### config.mk
export PLATFORM = sky130hd
export DESIGN_NAME = bp_be_fp_rec_arbiter
export DESIGN_NICKNAME = d
export VERILOG_FILES = /design/src/rtl/bp_be_fp_rec_arbiter.sv
export SDC_FILE = /design/constraint.sdc
export NUM_CORES = 1
export LEC_CHECK = 0
export BUFFER_PORTS_ARGS = -buffer_cell sky130_fd_sc_hd__buf_2
export CAP_MARGIN = 30
export CORE_AREA = 5 5 133 135
export DETAILED_ROUTE_END_ITERATION = 7
export DIE_AREA = 0 0 138 140
export GPL_TIMING_DRIVEN = 1
export PLACE_DENSITY = 0.85
export SYNTH_ARGS = -nofsm -noshare
export SYNTH_HDL_FRONTEND = slang
export SYNTH_SLANG_ARGS = --single-unit
### constraint.sdc
create_clock -name clk_i -period 19.5 [get_ports clk_i]
set_input_delay 2.925 -clock clk_i [delete_from_list [all_inputs] [get_ports clk_i]]
set_output_delay 2.925 -clock clk_i [all_outputs]
set_load 0.1 [all_outputs]
### src/rtl/bp_be_fp_rec_arbiter.sv
// bp_be_fp_rec_arbiter
//   Lets two FP writeback sources share one combinational fp-to-recoded
//   conversion unit. The sources are the FP load path (ld) and the fmv.x-to-FP
//   move path (mv).
//   Simultaneous requests are arbitrated round-robin. Each converted result is
//   captured, together with its destination tag and source id, into a 2-entry
//   FIFO. That FIFO feeds the FP register file writeback port.
//
//   Optional feature macro: BP_BE_FP_REC_ARB_BYPASS_EN
//     When defined, an accepted request can skip the FIFO. This happens when
//     the FIFO is empty and the writeback consumer is ready; the request then
//     appears on wb_* in the same cycle.
//     When undefined, wb_* are driven purely from FIFO storage.
//
//   Handshake rules (valid/ready, all ports):
//     A transfer happens on a rising clock edge when valid and ready are both
//     high. A producer keeps valid and its payload stable until that transfer.
//     Ready never depends on the producer's valid.
//     For the two request ports, the transfer additionally requires this
//     arbiter's grant. A valid but non-granted source simply holds its request.
module bp_be_fp_rec_arbiter #(
    parameter int dword_width_p  = 64,
    parameter int dp_rec_width_p = 66,
    parameter int tag_width_p    = 5
) (
    input  logic                      clk_i,
    input  logic                      reset_i,

    input  logic                      ld_v_i,
    output logic                      ld_ready_o,
    input  logic [dword_width_p-1:0]  ld_data_i,
    input  logic                      ld_sp_not_dp_i,
    input  logic [tag_width_p-1:0]    ld_tag_i,

    input  logic                      mv_v_i,
    output logic                      mv_ready_o,
    input  logic [dword_width_p-1:0]  mv_data_i,
    input  logic                      mv_sp_not_dp_i,
    input  logic [tag_width_p-1:0]    mv_tag_i,

    output logic [dword_width_p-1:0]  conv_raw_o,
    output logic                      conv_raw_sp_not_dp_o,
    input  logic [dp_rec_width_p-1:0] conv_rec_i,
    input  logic                      conv_rec_sp_not_dp_i,

    output logic                      wb_v_o,
    input  logic                      wb_ready_i,
    output logic [dp_rec_width_p-1:0] wb_rec_o,
    output logic                      wb_rec_sp_not_dp_o,
    output logic [tag_width_p-1:0]    wb_tag_o,
    output logic                      wb_src_o
);

    // Source ids, also used as the encoding of last_grant_r.
    localparam logic src_ld = 1'b0;
    localparam logic src_mv = 1'b1;

    // FIFO bookkeeping
    logic [1:0]                fifo_cnt_r;
    logic [1:0]                fifo_cnt_n;
    logic                      wr_ptr_r;
    logic                      rd_ptr_r;
    logic                      last_grant_r;

    // FIFO storage, one field array per entry component
    logic [dp_rec_width_p-1:0] rec_mem_r [2];
    logic [1:0]                sp_mem_r;
    logic [tag_width_p-1:0]    tag_mem_r [2];
    logic [1:0]                src_mem_r;

    // Arbitration and transfer strobes
    logic                      space_avail;
    logic                      grant_ld;
    logic                      grant_mv;
    logic                      accept;
    logic                      enq;
    logic                      deq;
    logic                      fifo_nonempty;
    logic                      bypass;
    logic [tag_width_p-1:0]    acc_tag;
    logic                      acc_src;

    // Space is judged only from the registered count. A dequeue in the same
    // cycle therefore does not open a slot while the FIFO is full.
    // Everything is held off while reset is asserted.
    always_comb begin
        space_avail   = ~reset_i & (fifo_cnt_r < 2'd2);
        fifo_nonempty = (fifo_cnt_r != 2'd0);
    end

    // Round-robin grant. On a tie, the source that did not win last time wins.
    always_comb begin
        grant_ld = space_avail & ld_v_i & (~mv_v_i | (last_grant_r == src_mv));
        grant_mv = space_avail & mv_v_i & (~ld_v_i | (last_grant_r == src_ld));
        accept   = grant_ld | grant_mv;
        acc_src  = grant_mv ? src_mv : src_ld;
        acc_tag  = grant_mv ? mv_tag_i : ld_tag_i;
    end

    assign ld_ready_o = space_avail;
    assign mv_ready_o = space_avail;

    // Steer the granted operand to the conversion unit.
    // With no grant it defaults to the ld inputs; during reset it is forced to 0.
    always_comb begin
        conv_raw_o           = '0;
        conv_raw_sp_not_dp_o = 1'b0;
        if (!reset_i) begin
            if (grant_mv) begin
                conv_raw_o           = mv_data_i;
                conv_raw_sp_not_dp_o = mv_sp_not_dp_i;
            end else begin
                conv_raw_o           = ld_data_i;
                conv_raw_sp_not_dp_o = ld_sp_not_dp_i;
            end
        end
    end

`ifdef BP_BE_FP_REC_ARB_BYPASS_EN
    // An accepted request skips the FIFO when the FIFO is empty and the
    // consumer takes it this cycle.
    always_comb begin
        bypass = accept & ~fifo_nonempty & wb_ready_i;
    end

    // Writeback port: this cycle's conversion result when bypassing, else the
    // FIFO head.
    always_comb begin
        if (bypass) begin
            wb_v_o             = 1'b1;
            wb_rec_o           = conv_rec_i;
            wb_rec_sp_not_dp_o = conv_rec_sp_not_dp_i;
            wb_tag_o           = acc_tag;
            wb_src_o           = acc_src;
        end else begin
            wb_v_o             = fifo_nonempty;
            wb_rec_o           = rec_mem_r[rd_ptr_r];
            wb_rec_sp_not_dp_o = sp_mem_r[rd_ptr_r];
            wb_tag_o           = tag_mem_r[rd_ptr_r];
            wb_src_o           = src_mem_r[rd_ptr_r];
        end
    end
`else
    // No bypass path. Every accepted request goes through the FIFO.
    always_comb begin
        bypass = 1'b0;
    end

    // Writeback port is driven straight from the FIFO head registers.
    always_comb begin
        wb_v_o             = fifo_nonempty;
        wb_rec_o           = rec_mem_r[rd_ptr_r];
        wb_rec_sp_not_dp_o = sp_mem_r[rd_ptr_r];
        wb_tag_o           = tag_mem_r[rd_ptr_r];
        wb_src_o           = src_mem_r[rd_ptr_r];
    end
`endif

    // Push on any accept that was not bypassed. Pop when the head is consumed.
    // When bypassing, the FIFO is empty, so deq is low.
    always_comb begin
        enq = accept & ~bypass;
        deq = fifo_nonempty & wb_ready_i;
    end

    // Next occupancy. A simultaneous push and pop leaves the count unchanged.
    always_comb begin
        fifo_cnt_n = fifo_cnt_r;
        case ({enq, deq})
            2'b10:   fifo_cnt_n = fifo_cnt_r + 2'd1;
            2'b01:   fifo_cnt_n = fifo_cnt_r - 2'd1;
            default: fifo_cnt_n = fifo_cnt_r;
        endcase
    end

    // Pointer and occupancy registers. The 1-bit pointers wrap naturally.
    always_ff @(posedge clk_i or posedge reset_i) begin
        if (reset_i) begin
            fifo_cnt_r <= 2'd0;
            wr_ptr_r   <= 1'b0;
            rd_ptr_r   <= 1'b0;
        end else begin
            fifo_cnt_r <= fifo_cnt_n;
            if (enq) wr_ptr_r <= ~wr_ptr_r;
            if (deq) rd_ptr_r <= ~rd_ptr_r;
        end
    end

    // Round-robin history. It changes only on a grant. It resets to mv so that
    // ld wins the first tie.
    always_ff @(posedge clk_i or posedge reset_i) begin
        if (reset_i) begin
            last_grant_r <= src_mv;
        end else if (accept) begin
            last_grant_r <= acc_src;
        end
    end

    // FIFO storage write. The entry captures the conversion result together
    // with its destination tag and source id.
    always_ff @(posedge clk_i or posedge reset_i) begin
        if (reset_i) begin
            rec_mem_r[0] <= '0;
            rec_mem_r[1] <= '0;
            tag_mem_r[0] <= '0;
            tag_mem_r[1] <= '0;
            sp_mem_r     <= 2'b00;
            src_mem_r    <= 2'b00;
        end else if (enq) begin
            rec_mem_r[wr_ptr_r] <= conv_rec_i;
            sp_mem_r[wr_ptr_r]  <= conv_rec_sp_not_dp_i;
            tag_mem_r[wr_ptr_r] <= acc_tag;
            src_mem_r[wr_ptr_r] <= acc_src;
        end
    end

endmodule

# After elaboration in Yosys (flattened, before gate mapping)
# Index checks and enable logic that the tools add are counted.
# op_classes
addsub,2
multipliers,0
n_div,0
n_lt_le_gt_ge,7
n_eq_ne,2
shift,0
n_mux,27
bitwise,17
n_reduce_logical,4
# ops
operator,count
$mux 66,4
$bwmux 132,1
$mux 64,2
$demux 66 s1,1
$mux 5,5
$bwmux 10,1
$mux 1,8
$and 1x1->1,6
$not 1->1,6
$demux 5 s1,1
$bwmux 2,2
$ge 2x2->1 const B,2
$lt 1x2->1 const B,2
$not 1->2,2
$pmux 2 s2,1
$reduce_bool 2->1,2
$or 1x1->1,3
$add 2x1->2 const B,1
$eq 2x1->1 const B,1
$eq 2x2->1 const B,1
$logic_and 1x1->1,2
$lt 2x1->1 const B,1
$lt 2x2->1 const B,1
$sub 2x1->2 const B,1
2 further kinds,2
# totals
register_bits,151
latchBits,0
ramBits,0
rom_bits,0
input_bits,212
out_inout_bits,141
wordCells,69
mem_count,0

# Logic depth before layout (Yosys ltp)
# Gate-level depths: netlist (run 1).
# depth
word_depth,7
depth_mapped,7
ltp_nobuf,7

# Worst setup path before layout (run 1)
# OpenSTA, ideal clock, no wires.
# synth_timing
path_kind,input-to-output
startpoint,input port reset_i
endpoint,output port conv_raw_o[10]
arrival_ns,8.549
required_ns,16.575
slack_ns,8.026
stages,3
path_buffers,1
path_cell_list,inv_1 clkbuf_1 a31o_2
# synth_between
elab_chain_len,6
# synth_rtl
element,line_no,rtl
"start, declared",27,"input logic reset_i,"
$not 1->1,87,space_avail = ~reset_i & (fifo_cnt_r < 2'd2);
$and 1x1->1,87,
$and 1x1->1 (2 in series),94,grant_mv = space_avail & mv_v_i & (~ld_v_i | (last_grant_r == src_ld));
$mux 64,109,if (grant_mv) begin
$mux 64 (*),108,if (!reset_i) begin
"end, declared",41,"output logic [dword_width_p-1:0] conv_raw_o,"
# Mark *: on every way between the ends. The rest lies on a longest branch, timed or not.

# Final worst setup path (run 1)
# layout_timing
startpoint,input port reset_i
endpoint,output port conv_raw_sp_not_dp_o
# layout_between
elab_chain_len,6
# layout_rtl
element,line_no,rtl
$not 1->1,87,
$and 1x1->1,87,
$and 1x1->1 (2 in series),94,
$mux 1,109,
$mux 1 (*),108,
"end, declared",42,"output logic conv_raw_sp_not_dp_o,"
# Marked as above.

==> summary.txt, run 1 <==
Outcome
  – Status: finished, final reports clean

Clocking
  – Post_cts resized: 0
  – Clk Latency, worst-skew pair: 0.41 ns
  – CTS Hold Buffers Added: 0
  – CTS H-tree lvls: 4
  – Sink Count: 151
  – Clock Path Buffers: 2
  – Clock edge transition at the registers on the reported setup and hold paths: 0.06 ns
  – Root Driver: clkbuf_16
  – CTS tree: built
  – Postcts setup bufs: 0
  – Num CTS Buffers: 17

Flow run
  – Max Cap Viol: 0

Synth
  – Count leader, synth: mux2_2
  – Syn nets: 815
  – Area share of the largest cell type after synthesis: 0.485
  – Yosys top cell by area: dfrtp_1
  – Synth Register Bits: 151
  – Synth Instances: 602
  – Synth area leaders: dfrtp_1, mux2_2, a31o_2
  – Syn Area/Cell: 12.9 um^2
  – Post-synthesis sequential area ratio: 0.489
  – Post-synth EDFFs: 0
  – Netlist Area Pre-Place: 0.00774 mm^2
  – Asr flop ratio synth: 1.00
  – Count of cell types in the netlist: 30
  – Synth Warn #: 0
  – Synth top cells by count: mux2_2, dfrtp_1, a31o_2, and3_1, clkbuf_1
  – Synth Flop Type: dfrtp_1

Global route
  – Largest net degree at the start of global routing: 140
  – Total gr overflow: 0
  – Vias in the first global route: 6816
  – Most heavily used metal layer in global routing: met2
  – Global-route met2 utilization: 0.456
  – Initial antenna violation count: 8
  – GRT met3 Usage: 0.0586
  – Tot GR Track Use: 0.256
  – First-pass GRT wire length: 39000 um
  – Met1 GRT Util: 0.310

Die
  – Die width: 138 um
  – Die extent in y: 140 um
  – Core region area: 0.0163 mm^2
  – # IOs: 353
  – Row count: 47
  – Die footprint: 0.0193 mm^2
  – Initial core utilization: 0.473

Final layout
  – Fillers: 1309
  – Share of cells above drive strength 1: 0.707
  – Nets: 1141
  – Area delta synth->final: 32.1%
  – Register Area: 0.00378 mm^2
  – Multi-input logic area: 0.00369 mm^2

Routing
  – DRT Pass-1 Iters: 4
  – Via Count: 6406
  – Wirelength, routed: 25300 um
  – DRC: 0
  – Routed Antenna Nets: 0
  – Vias/cell: 5.49
  – Initial DRC Count: 297
  – DR WL/cell: 21.7 um

Critical path
  – Crit Path Class: input pin to output pin
  – Worst setup EP type: output pin
  – Worst Path Arrival: 5.10 ns
  – Worst Setup SP: reset_i
  – Worst endpoint required time: 16.57 ns
  – R2r startpoint: fifo_cnt_r[1]$_DFFE_PP0P_
  – Crit start category: input pin
  – Largest fanout on the critical path: 72

Timing
  – Tcrit/Tclk final: 0.411
  – Worst Skew: 0.00766 ns
  – Least-Margin Pin Slew: 0.901 ns
  – Final max-slew violation count: 0
  – Unrepaired setup endpoints after global routing: no
  – Final min period: 8.02 ns
  – Setup TNS: 0 ns
  – Fin. Hold Viols: 0
  – Final setup fails: 0
  – Max Clk Rate: 0.125 GHz
  – Slew HR: 0.399

Hold path
  – HP Start: rec_mem_r[117]$_DFFE_PP0P_
  – Min-delay worst type: flop to flop

Place
  – Post-DP HPWL: 18600 um
  – IO Port Bufs: 352
  – GP Congestion: 0.949
==> registers in the layout (all words and copies together) (netlist names) <==
signal        flops
tag_mem_r        10
wr_ptr_r          1
fifo_cnt_r        2
src_mem_r         2
rec_mem_r       132
sp_mem_r          2
last_grant_r      1
rd_ptr_r          1
==> metrics by stage <==
stage          hold slack (ns)  utilization  instance area, um^2  cells  worst slack, ns
6_report                 0.483        0.625                10200   1166            11.48
5_1_grt                  0.502        0.625                10200   1166            11.36
4_1_cts                  0.490        0.621                10200   1159            11.51
3_5_place_dp             0.475        0.587                 9590   1127            11.52
3_3_place_gp             0.463        0.586                 9570   1126            11.06
2_1_floorplan            0.454            -                 7740    602             8.03
==> kinds of logic after synthesis <==
family | after synthesis | share of synthesized area
muxes | 206 | 0.300
xor gates and xnor gates | 5 | 0.00566
adders and majority gates | 1 | 0.00162
AOI/OAI and AO/OA | 94 | 0.0962
buffers and inverters | 58 | 0.0378
and+or+nand+nor | 87 | 0.0703
DFF | 151 | 0.489
==> path summary, 6_finish.rpt <==
check | slack, ns | end | cells past startpoint
worst max-delay path | 11.48 | conv_raw_sp_not_dp_o | 7
worst min-delay path | 0.48 | rec_mem_r[117]$_DFFE_PP0P_ | 1
worst max register to register | 16.91 | rec_mem_r[81]$_DFFE_PP0P_ | 4
worst min register to register | 0.48 | rec_mem_r[117]$_DFFE_PP0P_ | 1
max in group asynchronous | 15.72 | rec_mem_r[87]$_DFFE_PP0P_ | 4
min in group asynchronous | 2.74 | rec_mem_r[58]$_DFFE_PP0P_ | 2
==> worst max-delay path, cell delays in order <==
cell and delay [ns]:
buf_2 0.16, nor3b_4 0.19, buf_4 0.51, nand2_2 0.32, buf_12 0.28, a31o_2 0.32
buf_2 0.30
==> placed cells by master, fill, tap and decap left out, types with 2 or more instances in the layout <==
cell	instances
a31o_2	65
a31oi_1	20
and2_1	2
and3_1	65
buf_16	2
buf_2	352
buf_4	6
clkbuf_16	17
clkinv_4	5
dfrtp_1	149
diode_2	5
inv_1	3
inv_6	5
inv_8	3
mux2_1	11
mux2_2	195
nand2_1	2
nand2_2	2
nand3_1	5
nor2_1	3
o21ai_0	6
or2_2	2
xnor2_1	3
xor2_1	2
==> metal layers <==
| metal | wire length (um) | vias to the layer above |
|---|---|---|
| met5 | 0 | - |
| met4 | 542 | 0 |
| met3 | 1550 | 27 |
| met2 | 13300 | 256 |
| met1 | 9860 | 3210 |
| li1 | - | 2913 |
==> area by class of cell <==
type	instances	share of cell area
Antenna cell	5	0.00122
Multi-Input combinational cell	393	0.361
Inverter	4	0.00220
Clock buffer	18	0.0420
Clock inverter	14	0.0131
Tap cell	220	0.0269
Timing Repair Buffer	361	0.184
Sequential cell	151	0.370
Power of run 1 is not shown: default switching activity piles up to over one toggle a cycle in this logic, so the estimate is an artifact.
==> inputs of run 2 (changes only) <==
Settings changed: CORE_AREA 5 5 133 135 to default, CORE_MARGIN from default to 5, CORE_UTILIZATION from default to 43, DIE_AREA 0 0 138 140 to default, PLACE_DENSITY 0.85 to 0.81.
Clock period 19.5 ns to 6.5 ns, I/O delays scaled along.
==> summary.txt, run 2 (synthesis gave the netlist of run 1 again) <==
Clocking
  – Root Driver: clkbuf_16
  – Sink Count: 151
  – Clk Latency, worst-skew pair: 0.41 ns
  – CTS tree: built
  – Num CTS Buffers: 17
  – Clock Path Buffers: 2
  – CTS Hold Buffers Added: 0
  – Clock edge transition at the registers on the reported setup and hold paths: 0.06 ns
  – CTS H-tree lvls: 4
  – Postcts setup bufs: 0
  – Post_cts resized: 0

Final layout
  – Register Area: 0.00378 mm^2
  – Nets: 1142
  – Share of cells above drive strength 1: 0.707
  – Regs by FF count: rec_mem_r: 132 flops, tag_mem_r: 10 flops
  – Commonest non-fill, non-tap cell in the layout: buf_2
  – Largest register FFs: 132
  – Fillers: 1446
  – Biggest register: rec_mem_r
  – Final Util: 0.578
  – Area delta synth->final: 33.2%
  – Multi-input logic area: 0.00368 mm^2
  – Commonest non-fill, non-tap cells in the layout: buf_2, mux2_2, dfrtp_1, and3_1, a31o_2
  – Final cell count without fillers: 1183

Place
  – Post-DP HPWL: 19400 um
  – GP Congestion: 0.950
  – Post-Place Cells: 1138
  – IO Port Bufs: 352

Timing
  – Final min period: 3.81 ns
  – Max Clk Rate: 0.263 GHz
  – Tcrit/Tclk final: 0.585
  – Setup TNS: 0 ns
  – Fin. Hold Viols: 0
  – Final setup fails: 0
  – Worst Skew: 0.00970 ns
  – Unrepaired setup endpoints after global routing: no
  – Min Hold Slack: 0.485 ns
  – Final max-slew violation count: 0
  – Least-Margin Pin Slew: 0.995 ns
  – Slew HR: 0.336

Critical path
  – Worst setup EP type: output pin
  – Crit start category: input pin
  – CP peak stage delay: 0.55 ns
  – Top delay family on crit path: buffers and inverters
  – Slowest cell on crit path: buf_4
  – Cell mode on critical path: buf_2
  – Worst endpoint required time: 5.52 ns
  – CP bufs+invs: 3
  – Largest fanout on the critical path: 71
  – Crit Path Class: input pin to output pin
  – Worst Path Arrival: 2.83 ns
  – Worst path cell trace: buf_2 -> nor3b_4 -> buf_4 -> and3_1 -> a31o_2 -> buf_2

Flow run
  – Max Cap Viol: 0

Global route
  – Tot GR Track Use: 0.245
  – First-pass GRT wire length: 38100 um
  – Largest net degree at the start of global routing: 119
  – Vias in the first global route: 6530
  – Initial antenna violation count: 13
  – Total gr overflow: 0

Outcome
  – Status: finished, final reports clean

Routing
  – Wirelength, routed: 25900 um
  – DR WL/cell: 21.9 um
  – Vias/cell: 5.43
  – DRT Pass-1 Iters: 4
  – DRC: 0
  – Via Count: 6424
  – Routed Antenna Nets: 0
  – Initial DRC Count: 277

Die
  – Core region area: 0.0178 mm^2
  – Row count: 49
  – Die width: 144 um
  – Initial core utilization: 0.434
  – Die extent in y: 144 um
  – Die footprint: 0.0208 mm^2
  – # IOs: 353

Hold path
  – Min-delay worst type: flop to flop
run 2: final timing paths:
check                                      startpoint                    endpoint  slack, ns  cells after the start
min in group asynchronous                     reset_i   rec_mem_r[59]$_DFFE_PP0P_       0.59                      2
hold / removal             rec_mem_r[117]$_DFFE_PP0P_  rec_mem_r[117]$_DFFE_PP0P_       0.49                      1
setup reg to reg            fifo_cnt_r[1]$_DFFE_PP0P_   rec_mem_r[55]$_DFFE_PP0P_       3.91                      5
hold reg to reg            rec_mem_r[117]$_DFFE_PP0P_  rec_mem_r[117]$_DFFE_PP0P_       0.49                      1
setup / recovery                              reset_i              conv_raw_o[14]       2.69                      6
max in group asynchronous                     reset_i   rec_mem_r[99]$_DFFE_PP0P_       4.97                      3
run 2: final cells by class:
cell class | count | area share
clock inverter | 12 | 0.0160
multi-input combinational | 393 | 0.357
clock buffer | 20 | 0.0443
sequential | 151 | 0.367
tap | 229 | 0.0278
antenna | 12 | 0.00291
inverter | 4 | 0.00218
timing repair buffer | 362 | 0.183
run 2: metal layers:
layer  track usage  wire length (um)
met3        0.0618              1870
met2         0.409             13200
met4         0.142              1190
met5             0                 0
met1         0.288              9670
run 2: stage by stage:
step	instance area [um^2]	setup slack, ns
after floorplan	7740	1.57
after global placement	9590	2.64
after detailed placement	9640	2.73
after CTS	10300	2.72
after global routing	10300	2.60
final	10300	2.69
Power of run 2 is left out for the same reason.
